<file path="src/rtl/chart_pkg.sv">
// chart_pkg: state encoding and default geometry shared by the chart
// sequencer, the hit-judge and the highway display blocks.
package chart_pkg;

    localparam int CHART_LANES       = 5;
    localparam int CHART_STEP_BITS   = 5;
    localparam int CHART_DIV_W       = 25;
    localparam int CHART_DEFAULT_DIV = 13157895;

    typedef enum logic [1:0] {
        IDLE   = 2'd0,
        PLAY   = 2'd1,
        PAUSED = 2'd2,
        DONE   = 2'd3
    } chart_state_e;

    // A song is in progress (running or frozen) in PLAY and PAUSED.
    function automatic logic is_active(input chart_state_e s);
        return (s == PLAY) || (s == PAUSED);
    endfunction

endpackage

</file>
<file path="src/rtl/chart_ram.sv">
// chart_ram: simple-dual-port synchronous chart memory, one write port and
// one registered read port. A read of the address being written returns the
// new data, so a chart load and a playback start may share a cycle.
module chart_ram
    import chart_pkg::*;
#(
    parameter int LANES     = CHART_LANES,
    parameter int STEP_BITS = CHART_STEP_BITS
) (
    input  logic                 clk,
    input  logic                 wr_en_i,
    input  logic [STEP_BITS-1:0] wr_addr_i,
    input  logic [LANES-1:0]     wr_data_i,
    input  logic [STEP_BITS-1:0] rd_addr_i,
    output logic [LANES-1:0]     rd_data_o
);

    logic [LANES-1:0] mem_q [0:(2**STEP_BITS)-1];
    logic [LANES-1:0] rd_q;

    // Chart storage; contents survive reset so a loaded song is kept.
    always_ff @(posedge clk) begin
        if (wr_en_i) begin
            mem_q[wr_addr_i] <= wr_data_i;
        end
    end

    // Registered read with write-first bypass on an address collision.
    always_ff @(posedge clk) begin
        if (wr_en_i && (wr_addr_i == rd_addr_i)) begin
            rd_q <= wr_data_i;
        end else begin
            rd_q <= mem_q[rd_addr_i];
        end
    end

    assign rd_data_o = rd_q;

endmodule

</file>
<file path="src/rtl/chart_sequencer.sv">
// chart_sequencer: plays a run-time-loaded note chart at a programmable step
// rate and drives the expected-note vector to the hit-judge and highway.
// Optional build macro: CHART_LOOKAHEAD_EN adds next_notes (chart[step+1])
// through a second copy of the chart RAM.
module chart_sequencer
    import chart_pkg::*;
#(
    parameter int LANES       = CHART_LANES,
    parameter int STEP_BITS   = CHART_STEP_BITS,
    parameter int DIV_W       = CHART_DIV_W,
    parameter int DEFAULT_DIV = CHART_DEFAULT_DIV
) (
    input  logic                 clk,
    input  logic                 reset,
    input  logic                 start,
    input  logic                 pause,
    input  logic                 stop,
    input  logic                 loop_en,
    input  logic [STEP_BITS-1:0] last_step,
    input  logic [DIV_W-1:0]     period,
    input  logic                 wr_en,
    input  logic [STEP_BITS-1:0] wr_addr,
    input  logic [LANES-1:0]     wr_data,
    output logic [LANES-1:0]     exp_notes,
    output logic [STEP_BITS-1:0] step,
    output logic                 step_pulse,
    output logic                 playing,
    output logic                 song_done
`ifdef CHART_LOOKAHEAD_EN
    ,
    output logic [LANES-1:0]     next_notes
`endif
);

    localparam logic [DIV_W-1:0]     DIV_ONE        = DIV_W'(1);
    localparam logic [STEP_BITS-1:0] STEP_ONE       = STEP_BITS'(1);
    localparam logic [DIV_W-1:0]     DEFAULT_PERIOD = DIV_W'(DEFAULT_DIV);

    chart_state_e         state_q, state_d;
    logic [STEP_BITS-1:0] step_q, step_d;
    logic [STEP_BITS-1:0] last_q, last_d;
    logic [DIV_W-1:0]     cnt_q, cnt_d;
    logic [DIV_W-1:0]     period_q, period_d;
    logic [LANES-1:0]     exp_q, exp_d;
    logic                 pulse_q, pulse_d;
    logic                 playing_q, done_q;
    logic                 wr_ok_s;
    logic [LANES-1:0]     rd_notes_s;

    // The chart may only change while no song is in progress.
    assign wr_ok_s = wr_en && !is_active(state_q);

    // Main read port follows the step being entered, so its data lands one
    // cycle after the step changes.
    chart_ram #(.LANES(LANES), .STEP_BITS(STEP_BITS)) u_ram (
        .clk       (clk),
        .wr_en_i   (wr_ok_s),
        .wr_addr_i (wr_addr),
        .wr_data_i (wr_data),
        .rd_addr_i (step_d),
        .rd_data_o (rd_notes_s)
    );

    // Next state, step, divider and latches. Counting also happens in the
    // PAUSED cycle where pause drops, so a resumed step keeps its length.
    always_comb begin
        state_d  = state_q;
        step_d   = step_q;
        cnt_d    = cnt_q;
        period_d = period_q;
        last_d   = last_q;
        pulse_d  = 1'b0;
        if (stop) begin
            state_d = IDLE;
            step_d  = '0;
            cnt_d   = '0;
        end else begin
            case (state_q)
                IDLE, DONE: begin
                    if (start) begin
                        state_d  = PLAY;
                        step_d   = '0;
                        cnt_d    = '0;
                        period_d = (period == '0) ? DEFAULT_PERIOD : period;
                        last_d   = last_step;
                    end else begin
                        state_d = state_q;
                    end
                end
                PLAY, PAUSED: begin
                    if (pause) begin
                        state_d = PAUSED;
                    end else if (cnt_q == (period_q - DIV_ONE)) begin
                        state_d = PLAY;
                        cnt_d   = '0;
                        if (step_q != last_q) begin
                            step_d  = step_q + STEP_ONE;
                            pulse_d = 1'b1;
                        end else if (loop_en) begin
                            step_d  = '0;
                            pulse_d = 1'b1;
                        end else begin
                            state_d = DONE;
                        end
                    end else begin
                        state_d = PLAY;
                        cnt_d   = cnt_q + DIV_ONE;
                    end
                end
                default: begin
                    state_d = IDLE;
                    step_d  = '0;
                    cnt_d   = '0;
                end
            endcase
        end
    end

    // Expected notes: cleared outside a song, loaded from the RAM while
    // running, held while frozen.
    always_comb begin
        exp_d = exp_q;
        if (!is_active(state_d)) begin
            exp_d = '0;
        end else if (state_q == PLAY) begin
            exp_d = rd_notes_s;
        end else begin
            exp_d = exp_q;
        end
    end

    // State and output registers with synchronous reset.
    always_ff @(posedge clk) begin
        if (reset) begin
            state_q   <= IDLE;
            step_q    <= '0;
            last_q    <= '0;
            cnt_q     <= '0;
            period_q  <= DEFAULT_PERIOD;
            exp_q     <= '0;
            pulse_q   <= 1'b0;
            playing_q <= 1'b0;
            done_q    <= 1'b0;
        end else begin
            state_q   <= state_d;
            step_q    <= step_d;
            last_q    <= last_d;
            cnt_q     <= cnt_d;
            period_q  <= period_d;
            exp_q     <= exp_d;
            pulse_q   <= pulse_d;
            playing_q <= is_active(state_d);
            done_q    <= (state_d == DONE);
        end
    end

    assign exp_notes  = exp_q;
    assign step       = step_q;
    assign step_pulse = pulse_q;
    assign playing    = playing_q;
    assign song_done  = done_q;

`ifdef CHART_LOOKAHEAD_EN
    logic [STEP_BITS-1:0] ahead_addr_s;
    logic                 ahead_live_d, ahead_live_q;
    logic [LANES-1:0]     ahead_rd_s;
    logic [LANES-1:0]     next_d, next_q;

    // Address of the step after the one being entered; past the last step
    // it wraps only in loop mode.
    always_comb begin
        if (step_d == last_d) begin
            ahead_addr_s = '0;
            ahead_live_d = loop_en;
        end else begin
            ahead_addr_s = step_d + STEP_ONE;
            ahead_live_d = 1'b1;
        end
    end

    chart_ram #(.LANES(LANES), .STEP_BITS(STEP_BITS)) u_ram_ahead (
        .clk       (clk),
        .wr_en_i   (wr_ok_s),
        .wr_addr_i (wr_addr),
        .wr_data_i (wr_data),
        .rd_addr_i (ahead_addr_s),
        .rd_data_o (ahead_rd_s)
    );

    // Look-ahead notes follow the same clear/load/hold rules as exp_notes.
    always_comb begin
        next_d = next_q;
        if (!is_active(state_d)) begin
            next_d = '0;
        end else if (state_q == PLAY) begin
            next_d = ahead_live_q ? ahead_rd_s : '0;
        end else begin
            next_d = next_q;
        end
    end

    // Look-ahead registers.
    always_ff @(posedge clk) begin
        if (reset) begin
            ahead_live_q <= 1'b0;
            next_q       <= '0;
        end else begin
            ahead_live_q <= ahead_live_d;
            next_q       <= next_d;
        end
    end

    assign next_notes = next_q;
`endif

endmodule

</file>
<file path="config.mk">
export PLATFORM = sky130hd
export DESIGN_NAME = chart_sequencer
export DESIGN_NICKNAME = d
export VERILOG_FILES = /design/src/rtl/chart_pkg.sv /design/src/rtl/chart_ram.sv /design/src/rtl/chart_sequencer.sv
export SDC_FILE = /design/constraint.sdc
export NUM_CORES = 1
export LEC_CHECK = 0
export ABC_AREA = 1
export CORE_AREA = 3 3 164 166
export DETAILED_ROUTE_END_ITERATION = 7
export DIE_AREA = 0 0 167 169
export SLEW_MARGIN = 20
export SYNTH_ARGS = -nofsm -noshare
export SYNTH_HDL_FRONTEND = slang
export SYNTH_SLANG_ARGS = --single-unit
</file>
<file path="constraint.sdc">
create_clock -name clk -period 3 [get_ports clk]
set_input_delay 0.6 -clock clk [delete_from_list [all_inputs] [get_ports clk]]
set_output_delay 0.6 -clock clk [all_outputs]
set_load 0.05 [all_outputs]
</file>
==> results.cfg, run 1 <==
[final_layout]
finish.cell_count_without_fillers = 1670
syn2layout_area_growth_pct = 18.2
insertedDiodeCount = 0
share_of_final_layout_standard_cells_stronger_than_drive_strength_1_pct = 9.81
finalNetCount = 1366
finalCoreUtilization_pct = 51.6

[grt]
grt_overflow = 0
grtUsageTotal_pct = 20.3
antenna_violations_before_repair = 0
grt_first_pass_wirelength_um = 46400
grt_start_max_net_pins = 81
via_count_of_the_first_global_routing_pass = 8638

[logic_synthesis]
synth_area_mm2 = 0.0112
synth_area_leader_cell = sky130_fd_sc_hd__edfxtp_1
syn-mean-instance-area_um2 = 9.00
seq_area_frac_synth_pct = 56.1
synth_top_flop_cell = sky130_fd_sc_hd__edfxtp_1
yosys-top-cells-count = sky130_fd_sc_hd__nor2_1, sky130_fd_sc_hd__nand2_1, sky130_fd_sc_hd__edfxtp_1, sky130_fd_sc_hd__o21ai_0, sky130_fd_sc_hd__inv_1
dominant_cells_by_area_after_synthesis = sky130_fd_sc_hd__edfxtp_1, sky130_fd_sc_hd__dfxtp_1, sky130_fd_sc_hd__nor2_1
edff_count_synth = 160
ys_ff_latch = 235
post-synth-top-area-fraction_pct = 42.7
async_reset_ff_share_pct = 0
synth.yosys.warnings = 0
yosys.cell_count.top_type = sky130_fd_sc_hd__nor2_1
syn-instance-count = 1250
count_of_different_cell_masters_after_synthesis = 45
synth.net_count = 1302

[worst_setup_path]
worstPathRequired_ns = 3.42
crit_end = exp_notes[4]$_SDFFE_PP0N_
critical_register_to_register_path_endpoint = exp_notes[4]$_SDFFE_PP0N_
critical_path.startpoint = period_q[2]$_SDFFE_PP1P_
timing.critical_path.to_type = flop
timing.reg2reg.worst_path_depth = 20
crit_path_max_fanout = 13
worstSetupPathType = reg -> reg
signal_arrival_time_at_the_worst_endpoint_ns = 3.12
regToRegStartpoint = period_q[2]$_SDFFE_PP1P_
rrSetupSlack_ns = 0.30
start_kind = flop

[die]
floorplan.core_area_mm2 = 0.0258
fp.dieArea_mm2 = 0.0282
fp.dieW_um = 167
die-height_um = 169
ioPinCount = 60
floorplan.initialDensity_pct = 43.6
core.rowCount = 59

[cts]
clock_path_buffers = 3
clk_root_buffer_cell = sky130_fd_sc_hd__clkbuf_16
worst_skew_pair.late_latency_ns = 0.54
clock_transition_at_the_registers_of_the_reported_paths_ns = 0.06
clock_tree.htree_level_count = 1
cts_tree = done
cts.hold.buffers_added = 0
numClockSinks = 235
tritoncts.num_buffers = 27

[timing]
timing_hold_violations_final = 0
finalCritPeriodShare_pct = 90.1
relSlewSlack_pct = 60.0
max_clock_freq_ghz = 0.370
period_needed_ns = 2.70
totalNegativeSetupSlack_ns = 0
worst_slack_ns = 0.297
finalSetupViolations = 0
fin_skew_ns = 0.0148
slew_violations = 0
worstMarginPinSlew_ns = 0.598

[placement]
gp_routability_congestion = 0.956
place.port_buffers = 59
preCtsSetupSlack_ns = 0.148
placed_cells_incl_taps = 1620
post-dp-hpwl_um = 20400

[pwr]
power.total_uw = 7620
total_leakage_power_uw = 0.00479
vdd_ir_drop_max_mv = 0.415
p_per_area_mw_per_mm2 = 573

[routing]
drc_violation_count_after_routing = 0
detail_route.wirelength_um = 28800
detail-route-antenna-nets = 0
drt_initial_violations = 778
dr_total_vias = 8966
detailedRoute.firstPassIterationCount = 5
vias_per_cell = 5.37
routedWlPerCell_um = 17.3

[flow_run]
max_capacitance_violation_total = 0

[outcome]
outcome = completed

[min_path]
worst_hold_path_type = reg -> reg
==> report_power, final <==
group          switching (µW)  leakage, µW  internal (µW)  total (µW)
sequential               48.0      0.00205           3500        3550
clock                    1310     0.000476           2230        3540
combinational             333      0.00226            189         522
==> placed cells by master (no fill, tap or decap), types with 3 or more instances in the layout <==
master                            instances
sky130_fd_sc_hd__nor2_1                 240
sky130_fd_sc_hd__nand2_1                178
sky130_fd_sc_hd__edfxtp_1               160
sky130_fd_sc_hd__o21ai_0                128
sky130_fd_sc_hd__inv_1                   77
sky130_fd_sc_hd__dfxtp_1                 73
sky130_fd_sc_hd__nand3_1                 62
sky130_fd_sc_hd__clkdlybuf4s50_1         59
sky130_fd_sc_hd__o22ai_1                 53
sky130_fd_sc_hd__a21oi_1                 37
sky130_fd_sc_hd__buf_4                   31
sky130_fd_sc_hd__clkbuf_16               27
sky130_fd_sc_hd__nand4_1                 25
sky130_fd_sc_hd__xor2_1                  24
sky130_fd_sc_hd__xnor2_1                 23
sky130_fd_sc_hd__nor2_2                  15
sky130_fd_sc_hd__nand2_2                 13
sky130_fd_sc_hd__inv_2                    9
sky130_fd_sc_hd__nor4_1                   7
sky130_fd_sc_hd__a211oi_1                 7
sky130_fd_sc_hd__nor2_4                   6
sky130_fd_sc_hd__nor3_1                   6
sky130_fd_sc_hd__bufinv_16                6
sky130_fd_sc_hd__nand3b_1                 5
sky130_fd_sc_hd__clkinv_1                 5
sky130_fd_sc_hd__o221ai_1                 5
sky130_fd_sc_hd__clkbuf_1                 5
sky130_fd_sc_hd__clkinv_2                 5
sky130_fd_sc_hd__o21a_1                   4
sky130_fd_sc_hd__ha_1                     4
sky130_fd_sc_hd__a22oi_1                  3
sky130_fd_sc_hd__nand3_2                  3
sky130_fd_sc_hd__o211ai_1                 3
sky130_fd_sc_hd__buf_12                   3
==> worst min-delay path by stage <==
stage                           from                    end  slack (ns)  depth (start not counted)
6_report       cnt_q[4]$_SDFFE_PP0P_  cnt_q[4]$_SDFFE_PP0P_        0.49                          2
5_1_grt        cnt_q[4]$_SDFFE_PP0P_  cnt_q[4]$_SDFFE_PP0P_        0.53                          2
4_1_cts        cnt_q[4]$_SDFFE_PP0P_  cnt_q[4]$_SDFFE_PP0P_        0.49                          2
3_5_place_dp   cnt_q[4]$_SDFFE_PP0P_  cnt_q[4]$_SDFFE_PP0P_        0.48                          2
3_3_place_gp   cnt_q[4]$_SDFFE_PP0P_  cnt_q[4]$_SDFFE_PP0P_        0.48                          2
2_1_floorplan  cnt_q[4]$_SDFFE_PP0P_  cnt_q[4]$_SDFFE_PP0P_        0.46                          2
==> cell type report <==
class	instances	area, µm²
Fill cell	2354	12500
Sequential cell	235	6310
Timing Repair Buffer	93	883
Clock buffer	34	722
Clock inverter	16	251
Inverter	89	334
Multi-Input combinational cell	868	4380
Tap cell	335	419
==> sequential cells by signal, summed over array words and instances (netlist names), named ones only <==
register and count:
cnt_q 25, step_pulse 1, exp_notes 5, u_ram.mem_q 160, last_q 5, song_done 1
state_q 2, period_q 25, step 5, playing 1
==> repair_timing <==
action / 4_1_cts / 5_1_grt
endpoints found under the setup margin: 0 / 6
setup buffers: 0 / 0
resized for setup: 0 / 6
==> routing by layer <==
metal / global-route usage (%) / share of wire, %
met5: 0 / 0
met4: 6.24 / 2.9
met1: 26.6 / 43
met3: 3.04 / 5.1
met2: 34.9 / 49
==> cell families after synthesis <==
family          synth area share (%)
fa+ha+maj                      0.556
buf+inv                         5.13
flops                           56.1
compound gates                  12.4
simple gates                    22.1
xor+xnor                        3.66
==> worst max-delay path, cell delays in order (launching register included) <==
cell and delay, ns:
sky130_fd_sc_hd__dfxtp_1 0.36, sky130_fd_sc_hd__nor2_2 0.14, sky130_fd_sc_hd__nand2_2 0.11, sky130_fd_sc_hd__nor2_4 0.30, sky130_fd_sc_hd__nand2_2 0.11, sky130_fd_sc_hd__nand2_1 0.07, sky130_fd_sc_hd__nand2_1 0.07, sky130_fd_sc_hd__inv_2 0.06
sky130_fd_sc_hd__nand2_1 0.06, sky130_fd_sc_hd__nor2_2 0.15, sky130_fd_sc_hd__nand2_1 0.09, sky130_fd_sc_hd__nor2_2 0.09, sky130_fd_sc_hd__nand3_2 0.10, sky130_fd_sc_hd__o31ai_4 0.19, sky130_fd_sc_hd__inv_2 0.05, sky130_fd_sc_hd__nor2_1 0.09
sky130_fd_sc_hd__ha_1 0.24, sky130_fd_sc_hd__inv_1 0.10, sky130_fd_sc_hd__nor2_4 0.05, sky130_fd_sc_hd__o21ai_0 0.10, sky130_fd_sc_hd__a21oi_1 0.05
==> through the flow <==
stage                     area, µm²  hold WS [ns]
final                         13300         0.486
after global routing          13300         0.532
after CTS                     13300         0.487
after detailed placement      12300         0.478
after global placement        12300         0.482
after floorplan               11200         0.458
No activity file was read; power rests on OpenSTA's default activity.
==> run 2: changes to the inputs <==
- MAX_ROUTING_LAYER: not set -> met4
- TNS_END_PERCENT: not set -> 10
==> results.cfg, run 2 (synthesized netlist as in run 1, its figures left out) <==
[die]
die-height_um = 169
ioPinCount = 60
core.rowCount = 59
fp.dieW_um = 167
floorplan.initialDensity_pct = 43.6
floorplan.core_area_mm2 = 0.0258
fp.dieArea_mm2 = 0.0282

[worst_setup_path]
critical_path.max_stage_delay_ns = 0.33
worstPathRequired_ns = 3.41
path_common_cell = sky130_fd_sc_hd__nand2_1
buffers_plus_inverters_on_the_worst_setup_path = 3
timing.critical_path.to_type = flop
crit_path_max_fanout = 6
timing.critical_path.slowest_stage_cell = sky130_fd_sc_hd__dfxtp_1
start_kind = flop
cp_cell_sequence = inv_2 -> ha_1 -> nand2_4 -> nor2_2 -> nand2_1 -> o21ai_2 -> nand2_1 -> nor2_1 -> nand2_1 -> nor2_2 -> nand3_2 -> o31ai_4 -> inv_2 -> nor2_1 -> ha_1 -> inv_1 -> nor2_4 -> o21ai_1 -> a21oi_1
worstSetupPathType = reg -> reg
signal_arrival_time_at_the_worst_endpoint_ns = 3.10
critical_path.top_delay_family = simple AND/OR/NAND/NOR gates

[timing]
fin_skew_ns = 0.00854
finalCritPeriodShare_pct = 89.5
timing_hold_violations_final = 0
totalNegativeSetupSlack_ns = 0
relSlewSlack_pct = 55.3
rsz_0062_raised_after_global_routing = no
period_needed_ns = 2.68
slew_violations = 0
worstMarginPinSlew_ns = 0.668
finalSetupViolations = 0
max_clock_freq_ghz = 0.373

[routing]
detail_route.wirelength_um = 29100
detailedRoute.firstPassIterationCount = 6
drc_violation_count_after_routing = 0
detail-route-antenna-nets = 0
routedWlPerCell_um = 17.5
dr_total_vias = 9073
vias_per_cell = 5.45
drt_initial_violations = 809

[final_layout]
num-fill-cells = 2395
largest_registers = u_ram.mem_q: 160 flops, cnt_q: 25 flops, period_q: 25 flops
largest_reg_flops = 160
largest-register = u_ram.mem_q
syn2layout_area_growth_pct = 16.4
area_of_combinational_cells_with_multiple_inputs_mm2 = 0.00438
finalNetCount = 1364
layout_common_cells = sky130_fd_sc_hd__nor2_1, sky130_fd_sc_hd__nand2_1, sky130_fd_sc_hd__edfxtp_1
register_area_mm2 = 0.00631
share_of_final_layout_standard_cells_stronger_than_drive_strength_1_pct = 9.09
insertedDiodeCount = 0
commonest_non_fill_non_tap_cell_in_the_layout = sky130_fd_sc_hd__nor2_1

[placement]
place.port_buffers = 59
gp_routability_congestion = 0.916
post-dp-hpwl_um = 20300

[grt]
antenna_violations_before_repair = 0
grtUsageTotal_pct = 21.2
via_count_of_the_first_global_routing_pass = 8728
grt_first_pass_wirelength_um = 47000
grt_overflow = 0
grt_start_max_net_pins = 81

[flow_run]
max_capacitance_violation_total = 0

[pwr]
power.total_uw = 6990
p_per_area_mw_per_mm2 = 534
total_leakage_power_uw = 0.00469
vdd_ir_drop_max_mv = 0.367

[cts]
cts.repair_timing.setup_buffer_count = 0
cts_tree = done
numClockSinks = 235
clock_path_buffers = 3
tritoncts.num_buffers = 25
clk_root_buffer_cell = sky130_fd_sc_hd__clkbuf_16
clock_tree.htree_level_count = 1
cts.hold.buffers_added = 0
worst_skew_pair.late_latency_ns = 0.54
clock_transition_at_the_registers_of_the_reported_paths_ns = 0.06

[min_path]
worst_hold_path_type = reg -> reg

[outcome]
outcome = completed
run 2: changes by cell type in the layout (fill, tap and decap cells not counted), sizes merged:
| cell | previous run | this run |
|---|---|---|
| clkinv | 10 | 15 |
| bufinv | 6 | 1 |
| clkbuf | 34 | 30 |
| clkinvlp | 1 | 2 |
| inv | 88 | 87 |
run 2: final cells by class:
| type | count | area share [%] |
|---|---|---|
| inverter | 89 | 2.55 |
| tap | 335 | 3.20 |
| multi-input combinational | 868 | 33.5 |
| clock buffer | 30 | 4.92 |
| sequential | 235 | 48.2 |
| clock inverter | 16 | 0.918 |
| timing repair buffer | 93 | 6.75 |
run 2: repair_timing:
action | 4_1_cts | 5_1_grt
gates resized for setup | 0 | 7
endpoints found under the setup margin | 0 | 6
endpoints found under the hold margin | 0 | 0
run 2: worst paths after layout:
path                          endpoint                     start  cells past startpoint  slack, ns
max reg2reg  exp_notes[0]$_SDFFE_PP0N_  period_q[0]$_SDFFE_PP1P_                     19       0.32
min              cnt_q[4]$_SDFFE_PP0P_     cnt_q[4]$_SDFFE_PP0P_                      2       0.52
min reg2reg      cnt_q[4]$_SDFFE_PP0P_     cnt_q[4]$_SDFFE_PP0P_                      2       0.52
max          exp_notes[0]$_SDFFE_PP0N_  period_q[0]$_SDFFE_PP1P_                     19       0.32
run 2: where the power goes:
part / switching (µW) / internal [µW]
combinational: 338 / 190
sequential: 44.5 / 3500
clock: 1290 / 1630
total: 1670 / 5320
run 2: layer usage:
layer  part of all wire, %  up-vias  track usage, %  wire, µm
li1                      -     4425               -         -
met1                    42     4372            26.3     12400
met2                    50      223            36.8     14600
met3                   5.2       53            2.78      1500
met4                   2.2        0            5.34       650
met5                     0        -               -         0
run 2: tightest hold or removal path, delay by kind of cell (launching register included):
kind,cells,cell delay [ns]
AND/OR/NAND/NOR,1,0.07
AO/OA/AOI/OAI,1,0.06
flip-flops,1,0.34
run 2: stage by stage:
stage	hold WS, ns	instance area [µm²]	setup WS, ns	utilization (%)	std cells
floorplan	0.458	11200	0.463	-	1250
global placement	0.495	12300	0.237	47.8	1620
detailed placement	0.497	12300	0.143	47.8	1620
CTS	0.528	13100	0.0522	50.7	1666
global route	0.556	13100	0.00546	50.8	1666
finish	0.521	13100	0.316	50.8	1666
